### src/rtl/message_pkg.sv
// Shared framing definitions for the 5-bit message link (transmitter and receiver).
package message_pkg;

  typedef enum logic [2:0] {
    IDLE,
    START,
    DATA,
    STOP,
    BREAK
  } state_e;

  localparam int unsigned MSG_W_DEF      = 5;
  localparam int unsigned BIT_CYCLES_DEF = 16;
  localparam logic        LINE_IDLE      = 1'b1;

endpackage

### src/rtl/message_receive_bit_timer.sv
// Bit-period timer: first tick after a half period (half=1), then every full period.
module bit_timer #(
  parameter int unsigned BIT_CYCLES = 16
) (
  input  logic clk,
  input  logic reset,
  input  logic clear,
  input  logic half,
  output logic tick
);

  localparam int unsigned     CW        = (BIT_CYCLES > 1) ? $clog2(BIT_CYCLES) : 1;
  localparam logic [CW-1:0]   HALF_LAST = CW'(BIT_CYCLES / 2 - 1);
  localparam logic [CW-1:0]   FULL_LAST = CW'(BIT_CYCLES - 1);

  logic [CW-1:0] cnt_q, cnt_d;

  // Counter wraps to 0 on every tick so the next sample lands one full period later.
  always_comb begin
    tick  = !clear && (cnt_q == (half ? HALF_LAST : FULL_LAST));
    cnt_d = (clear || tick) ? '0 : cnt_q + CW'(1);
  end

  always_ff @(posedge clk or posedge reset) begin
    if (reset) cnt_q <= '0;
    else       cnt_q <= cnt_d;
  end

endmodule

### src/rtl/message_receive.sv
// Serial receiver for the message link: mid-bit sampling, MSB-first reassembly, stop-bit check.
module message_receive
  import message_pkg::*;
#(
  parameter int unsigned BIT_CYCLES = BIT_CYCLES_DEF,
  parameter int unsigned MSG_W      = MSG_W_DEF
) (
  input  logic             clk,
  input  logic             reset,
  input  logic             SerIn,
  output logic [MSG_W-1:0] MSG,
  output logic             valid,
  output logic             frame_err,
  output logic             busy
);

  localparam int unsigned BW = $clog2(MSG_W + 1);

  state_e           state_q;
  logic [MSG_W-1:0] sr_q;
  logic [MSG_W-1:0] msg_q;
  logic [BW-1:0]    nbits_q;
  logic             valid_q;
  logic             ferr_q;
  logic             busy_q;

  logic tick;
  logic clear;
  logic half;

  // Timer is held cleared whenever no bit timing is in progress.
  assign clear = (state_q == IDLE) || (state_q == BREAK);
  assign half  = (state_q == START);

  bit_timer #(
    .BIT_CYCLES(BIT_CYCLES)
  ) u_bit_timer (
    .clk  (clk),
    .reset(reset),
    .clear(clear),
    .half (half),
    .tick (tick)
  );

  always_ff @(posedge clk or posedge reset) begin
    if (reset) begin
      state_q <= IDLE;
      sr_q    <= '0;
      msg_q   <= '0;
      nbits_q <= '0;
      valid_q <= 1'b0;
      ferr_q  <= 1'b0;
      busy_q  <= 1'b0;
    end else begin
      valid_q <= 1'b0;
      ferr_q  <= 1'b0;
      case (state_q)
        IDLE: begin
          if (SerIn != LINE_IDLE) begin
            state_q <= START;
            busy_q  <= 1'b1;
          end
        end
        START: begin
          if (tick) begin
            if (SerIn != LINE_IDLE) begin
              state_q <= DATA;
              nbits_q <= '0;
            end else begin
              state_q <= IDLE;
              busy_q  <= 1'b0;
            end
          end
        end
        DATA: begin
          if (tick) begin
            sr_q    <= (sr_q << 1) | MSG_W'(SerIn);
            nbits_q <= nbits_q + BW'(1);
            if (nbits_q == BW'(MSG_W - 1)) state_q <= STOP;
          end
        end
        STOP: begin
          if (tick) begin
            if (SerIn == LINE_IDLE) begin
              msg_q   <= sr_q;
              valid_q <= 1'b1;
              busy_q  <= 1'b0;
              state_q <= IDLE;
            end else begin
              ferr_q  <= 1'b1;
              state_q <= BREAK;
            end
          end
        end
        BREAK: begin
          if (SerIn == LINE_IDLE) begin
            state_q <= IDLE;
            busy_q  <= 1'b0;
          end
        end
        default: begin
          state_q <= IDLE;
          busy_q  <= 1'b0;
        end
      endcase
    end
  end

  assign MSG       = msg_q;
  assign valid     = valid_q;
  assign frame_err = ferr_q;
  assign busy      = busy_q;

endmodule

### config.mk
export PLATFORM = sky130hd
export DESIGN_NAME = message_receive
export DESIGN_NICKNAME = d
export VERILOG_FILES = /design/src/rtl/message_pkg.sv /design/src/rtl/message_receive_bit_timer.sv /design/src/rtl/message_receive.sv
export SDC_FILE = /design/constraint.sdc
export NUM_CORES = 1
export LEC_CHECK = 0
export ABC_AREA = 1
export CAP_MARGIN = 15
export CORE_ASPECT_RATIO = 0.9
export CORE_MARGIN = 5
export CORE_UTILIZATION = 58
export CTS_BUF_LIST = sky130_fd_sc_hd__clkbuf_8
export DETAILED_ROUTE_END_ITERATION = 10
export PLACE_DENSITY = 0.81
export SETUP_SLACK_MARGIN = 0.2
export SLEW_MARGIN = 5
export SYNTH_ARGS = -nofsm -noshare
export SYNTH_HDL_FRONTEND = slang
export SYNTH_SLANG_ARGS = --single-unit
### constraint.sdc
create_clock -name clk -period 1.75 [get_ports clk]
set_input_delay 0.35 -clock clk [delete_from_list [all_inputs] [get_ports clk]]
set_output_delay 0.35 -clock clk [all_outputs]
set_load 0.005 [all_outputs]
==> results of run 1 <==
## what timing repair did
| item | CTS | global route |
|---|---|---|
| setup buffers | 0 | 7 |
| setup endpoints to repair | 0 | 15 |
| resized for setup | 0 | 10 |
## through the flow
stage	std cells	hold WS (ns)	setup slack (ns)	area [um2]
after global placement	169	0.449	0.105	1280
final	180	0.279	0.275	1410
after global routing	180	0.317	0.158	1410
after detailed placement	169	0.464	0.0512	1280
after CTS	173	0.291	0.229	1330
after floorplan	132	0.352	0.473	1140
## worst reg2reg max path, cell delays in order (launching register included)
cell	delay [ns]
dfrtp_1	0.43
inv_2	0.16
nand3_2	0.10
nand2_1	0.08
nand2_2	0.08
nand3_4	0.17
inv_6	0.08
buf_4	0.14
nand3_1	0.07
nand2_1	0.06
## placed cells by master (no fill, tap or decap), drive strengths merged
master and count:
ha 3, o211ai 1, nand3 15, nor3 3
nand2 49, o21ai 5, buf 10, dfrtp 23
nand3b 2, clkinv 1, xor2 2, nor2 8
clkbuf 3, clkdlybuf4s50 10, a21oi 4, o32ai 1
inv 15
## where the power goes
part	leakage [nW]	internal [W]	total [W]	switching [W]
registers	0.291	0.000661	0.000758	0.0000967
clock network	0.0255	0.000159	0.000320	0.000161
logic	0.427	0.000336	0.000831	0.000495
total	0.743	0.00116	0.00191	0.000752
## synthesized netlist by cell type, types with 2 or more instances
cell / n
o21ai_1: 2
dfrtp_1: 23
inv_2: 3
nor3_1: 2
nor2_1: 7
ha_1: 3
inv_1: 11
nand3b_1: 2
nand3_2: 3
o21ai_0: 3
nand3_1: 11
xor2_1: 2
nand2_1: 47
a21oi_1: 3
## worst max path at each step
| stage | start | endpoint | slack [ns] | cells after the start |
|---|---|---|---|---|
| 6_report | busy | busy | 0.27 | 1 |
| 5_1_grt | state_q[1] | nbits_q[2] | 0.16 | 9 |
| 4_1_cts | state_q[2] | nbits_q[1] | 0.23 | 7 |
| 3_5_place_dp | SerIn | nbits_q[1] | 0.05 | 6 |
| 3_3_place_gp | SerIn | nbits_q[1] | 0.10 | 6 |
| 2_1_floorplan | state_q[2] | state_q[1] | 0.47 | 9 |
## layer usage
metal  track usage  vias to the layer above  part of all wire
met2         0.298                       26              0.52
met3        0.0447                        4             0.050
li1              -                      462                 -
met1         0.202                      459              0.41
met5             0                        -                 0
met4        0.0830                        0             0.016
## cell families (layout without fill, tap and decap cells)
logic type      count (synthesis)  after routing  synth area share
flops                          23             23             0.507
compound gates                 11             11            0.0573
fa+ha+maj                       3              3            0.0330
xor+xnor                        2              2            0.0154
buf+inv                        16             39            0.0573
simple gates                   77             77             0.330
## cell type report
cell class	instances	share of cell area
clock inverters	1	0.00355
repair buffers	20	0.124
clock buffers	3	0.0293
well taps	25	0.0222
multi-input cells	93	0.366
inverters	15	0.0453
flip-flops and latches	23	0.409
## sequential cells by signal (all words and copies together) (netlist names)
signal	flops
busy	1
state_q	3
MSG	5
u_bit_timer.cnt_q	4
sr_q	5
nbits_q	3
valid	1
frame_err	1
==> results.yml, run 1 <==
detailed_routing:
  dr.pass1.iters: 4
  vias: 951
  post_drt_wl_per_cell_um: 13.1
  drtIter0Drc: 22
  vias_per_cell: 5.28
  ant_nets: 0
  drt_wl_total_um: 2360
  drc: 0
layout:
  antenna_cells: 0
  fill_cells: 134
  utilization: 0.744
  area_growth_pct: 24.1
  ff_latch_area_um2: 577
  drive_gt1_frac: 0.206
  multiInputGateArea_um2: 517
  final_nets: 162
cts:
  holdBufCountCts: 0
  cts-root-buf: "clkbuf_8"
  clk_pin_slew_ns: 0.08
  cts_sinks: 23
  clk_latency_ns: 0.26
  cts_inserted_buffers: 3
  cts_max_path_buffers: 2
  cts_tree: "yes"
  htree_levels: 1
critical_path:
  worst-endpoint-required_ns: 1.40
  critical_path_class: "reg2out"
  cp_num_buf_inv: 1
  r2r_slack_ns: 0.27
  regToRegStartpoint: "state_q[1]"
  cp-start-kind: "flip-flop"
  cp_top_family: "buffers and inverters"
  path_max_fanout: 2
  r2r-end: "nbits_q[2]"
  cp.arrival_ns: 1.13
  critPathSlowestCell: "clkdlybuf4s50_1"
  endpoint_kind: "primary output"
  worstRegToRegCells: 9
  crit_chain: "clkdlybuf4s50_1"
  slowest_delay_ns: 0.51
timing:
  maxSlewViolCount: 0
  hold_viol: 0
  timing.fmax_mhz: 678
  relSlewSlack: 0.798
  clock_skew_ns: 0.00524
  fin_crit_sh: 0.843
  setup_viol: 0
  rsz0062_at_grt: "yes"
  tns_ns: 0
  worst_pin_slew_ns: 0.303
  period_needed_ns: 1.48
global_route:
  antenna_found_initial: 0
  grt_max_degree: 20
  grt_first_pass_wirelength_um: 3920
  grt-ovfl-total: 0
  grt_pass1_vias: 932
  grt_usage: 0.173
yosys:
  netlist_top_cells_area: "dfrtp_1 51%, nand2_1 16%, nand3_1 4.8%, inv_1 3.6%, ha_1 3.3%"
  synth_edf_count: 0
  synth.cell_area_um2: 1140
  synth_cells: 132
  synth_area_leader_cell: "dfrtp_1"
  postSynthAreaPerCell_um2: 8.61
  synth_fp_nets: 138
  ys_seq_elements: 23
  synth_flop_cell: "dfrtp_1"
  async_flop_share: 1.00
  yosysSeqAreaShare: 0.507
  ys_types: 24
  yosysWarnings: 0
  yosysTopAreaCellShare: 0.507
hold_path:
  hp-class: "in2async"
flow_run:
  cap_violations: 0
floorplan:
  fp.coreArea_um2: 1900
  num_io_pins: 11
  dieHeight_um: 52.0
  rows: 15
  start_util: 0.599
  dieArea_um2: 2940
  die_x_um: 56.7
power:
  power.leakage_nw: 0.743
  p_total_w: 0.00191
  irDropWorstVdd_v: 0.000998
  power_density_nw_per_um2: 1350
placement:
  place.gp.congestion: 0.902
  post-dp-hpwl_um: 1660
  port_buffers: 10
outcome:
  status: "finished clean"
Note: power is estimated with default switching activity, not from simulation.
==> inputs of run 2 (changes only) <==
--- a/config.mk
+++ b/config.mk
@@ -9,10 +9,10 @@
 export CAP_MARGIN = 15
 export CORE_ASPECT_RATIO = 0.9
 export CORE_MARGIN = 5
-export CORE_UTILIZATION = 58
+export CORE_UTILIZATION = 52
 export CTS_BUF_LIST = sky130_fd_sc_hd__clkbuf_8
 export DETAILED_ROUTE_END_ITERATION = 10
-export PLACE_DENSITY = 0.81
+export PLACE_DENSITY = 0.77
 export SETUP_SLACK_MARGIN = 0.2
 export SLEW_MARGIN = 5
 export SYNTH_ARGS = -nofsm -noshare
==> constraint.sdc (replaced) <==
create_clock -name clk -period 1.3 [get_ports clk]
set_input_delay 0.26 -clock clk [delete_from_list [all_inputs] [get_ports clk]]
set_output_delay 0.26 -clock clk [all_outputs]
set_load 0.005 [all_outputs]
==> run 2 against run 1 <==
  * The flow now finishes with violations (negative setup slack)
  * Critical path depth up 9
  * Cell count rose by 8.3%
  * Register-to-register slack lost 0.41 ns
  * Sequential power rose by 37%
  * First-iteration DRC count is 59% higher
  * Sequential share of layout area fell by 3.7 points
  * Highest routed layer unchanged
  * Core utilization is 1.3 points lower
  * Combinational power is 89% higher
  * Sequential cell count is the same
==> results.yml, run 2 (synthesis gave the netlist of run 1 again) <==
outcome:
  status: "finished with violations"
  violations: "negative setup slack"
floorplan:
  rows: 16
  num_io_pins: 11
  dieHeight_um: 54.3
  dieArea_um2: 3220
  fp.coreArea_um2: 2120
  start_util: 0.535
  die_x_um: 59.3
critical_path:
  cp_num_buf_inv: 4
  worstRegToRegCells: 10
  cp.arrival_ns: 1.58
  endpoint_kind: "flip-flop"
  slowest_delay_ns: 0.42
  critPathSlowestCell: "dfrtp_1"
  cp-start-kind: "flip-flop"
  timing.critical_path.mode_cell: "nand2_1"
  crit_chain: "inv_2 > nor2_4 > buf_4 > buf_6 > o211ai_1 > nand3_1 > inv_2 > nand2_1 > nand2_1 > nand2_1"
  worst-endpoint-required_ns: 1.45
  crit_cells: 10
  critical_path_class: "reg2reg"
  cp_top_family: "buffers and inverters"
  path_max_fanout: 3
placement:
  postPlaceCellArea_um2: 1360
  place.gp.congestion: 0.903
  dp_slack_ns: -0.188
  port_buffers: 10
  post-dp-hpwl_um: 1660
power:
  switching_power_w: 0.00123
  p_sw_frac: 0.406
  p_int_w: 0.00179
  clockPowerShare: 0.136
  combPwrFrac: 0.520
  power_density_nw_per_um2: 1950
  seq_power_share: 0.344
  power.leakage_nw: 0.818
  irDropWorstVdd_v: 0.00136
timing:
  whs_ns: 0.327
  clock_skew_ns: 0.00405
  relSlewSlack: 0.797
  fin_crit_sh: 1.11
  period_needed_ns: 1.44
  worst_pin_slew_ns: 0.301
  worst_slack_ns: -0.137
  timing.fmax_mhz: 696
  rsz0062_at_grt: "yes"
  maxSlewViolCount: 0
  tns_ns: -1.17
  hold_viol: 0
  setup_viol: 16
global_route:
  grt_pass1_vias: 974
  grt-ovfl-total: 0
  antenna_found_initial: 0
  grt_usage: 0.183
  grt_max_degree: 24
  grt_first_pass_wirelength_um: 4460
layout:
  final_cell_area_um2: 1550
  final_common_cell: "nand2_1"
  area_growth_pct: 36.5
  layout_common_cells: "37 x nand2_1, 22 x dfrtp_1, 20 x buf_4"
  antenna_cells: 0
  final_nets: 175
  drive_gt1_frac: 0.399
  utilization: 0.731
hold_path:
  hp-class: "in2async"
detailed_routing:
  ant_nets: 0
  vias_per_cell: 5.25
  drtIter0Drc: 35
  drc: 0
  drt_wl_total_um: 2740
  post_drt_wl_per_cell_um: 14.1
  vias: 1024
  dr.pass1.iters: 4
cts:
  cts_sinks: 23
  cts_tree: "yes"
  clk_pin_slew_ns: 0.07
  clk_latency_ns: 0.26
  cts_inserted_buffers: 3
  htree_levels: 1
  cts-root-buf: "clkbuf_8"
  cts_max_path_buffers: 2
flow_run:
  cap_violations: 0
## run 2: cell types whose count changed in the layout (fill, tap and decap cells not counted), sizes merged
cell / previous run / this run
buf: 10 / 27
clkdlybuf4s50: 10 / 2
clkbuf: 3 / 6
nand3: 15 / 16
## run 2: through the flow
step           total power [W]  std cells
2_1_floorplan          0.00175        132
3_3_place_gp           0.00205        179
3_5_place_dp           0.00210        179
4_1_cts                0.00274        190
5_1_grt                0.00322        195
6_report               0.00302        195
## run 2: cell type report
cell class / count / area, um2
tap: 27 / 33.8
fill: 143 / 572
clock inverter: 1 / 3.75
inverter: 15 / 66.3
clock buffer: 3 / 41.3
sequential: 23 / 577
timing repair buffer: 32 / 233
multi-input combinational: 94 / 596
## run 2: path summary, 6_finish.rpt
kind	from	to	slack, ns
worst max-delay path	state_q[0]	state_q[1]	-0.14
worst min-delay path	reset	MSG[1]	0.33
max in group asynchronous	reset	state_q[2]	0.74
min in group clk	MSG[4]	MSG[4]	0.48
worst min register to register	MSG[4]	MSG[4]	0.48
worst max register to register	state_q[0]	state_q[1]	-0.14
## run 2: power groups by stage
stage,combinational (W),clock [W],sequential [W]
floorplan,0.000745,0,0.00101
global placement,0.00104,0,0.00101
detailed placement,0.00107,0,0.00103
CTS,0.00131,0.000419,0.00101
global route,0.00172,0.000450,0.00106
finish,0.00157,0.000410,0.00104
## run 2: what timing repair did
action | in CTS | in global routing
hold buffers | 0 | 0
cloned | 1 | 0
endpoints found under the setup margin | 31 | 26
pin swaps | 1 | 9
setup buffers | 6 | 5
resized for setup | 46 | 13
## run 2: worst min-delay path: stages
cell and delay, ns:
clkdlybuf4s50_1 0.39, inv_1 0.05, buf_4 0.27
## run 2: per-layer routing
metal | GRT usage | vias up | wire length (um)
met3 | 0.0519 | 12 | 160
met2 | 0.309 | 43 | 1430
met4 | 0.0415 | 0 | 44
li1 | - | 497 | -
met5 | 0 | - | 0
met1 | 0.233 | 472 | 1110
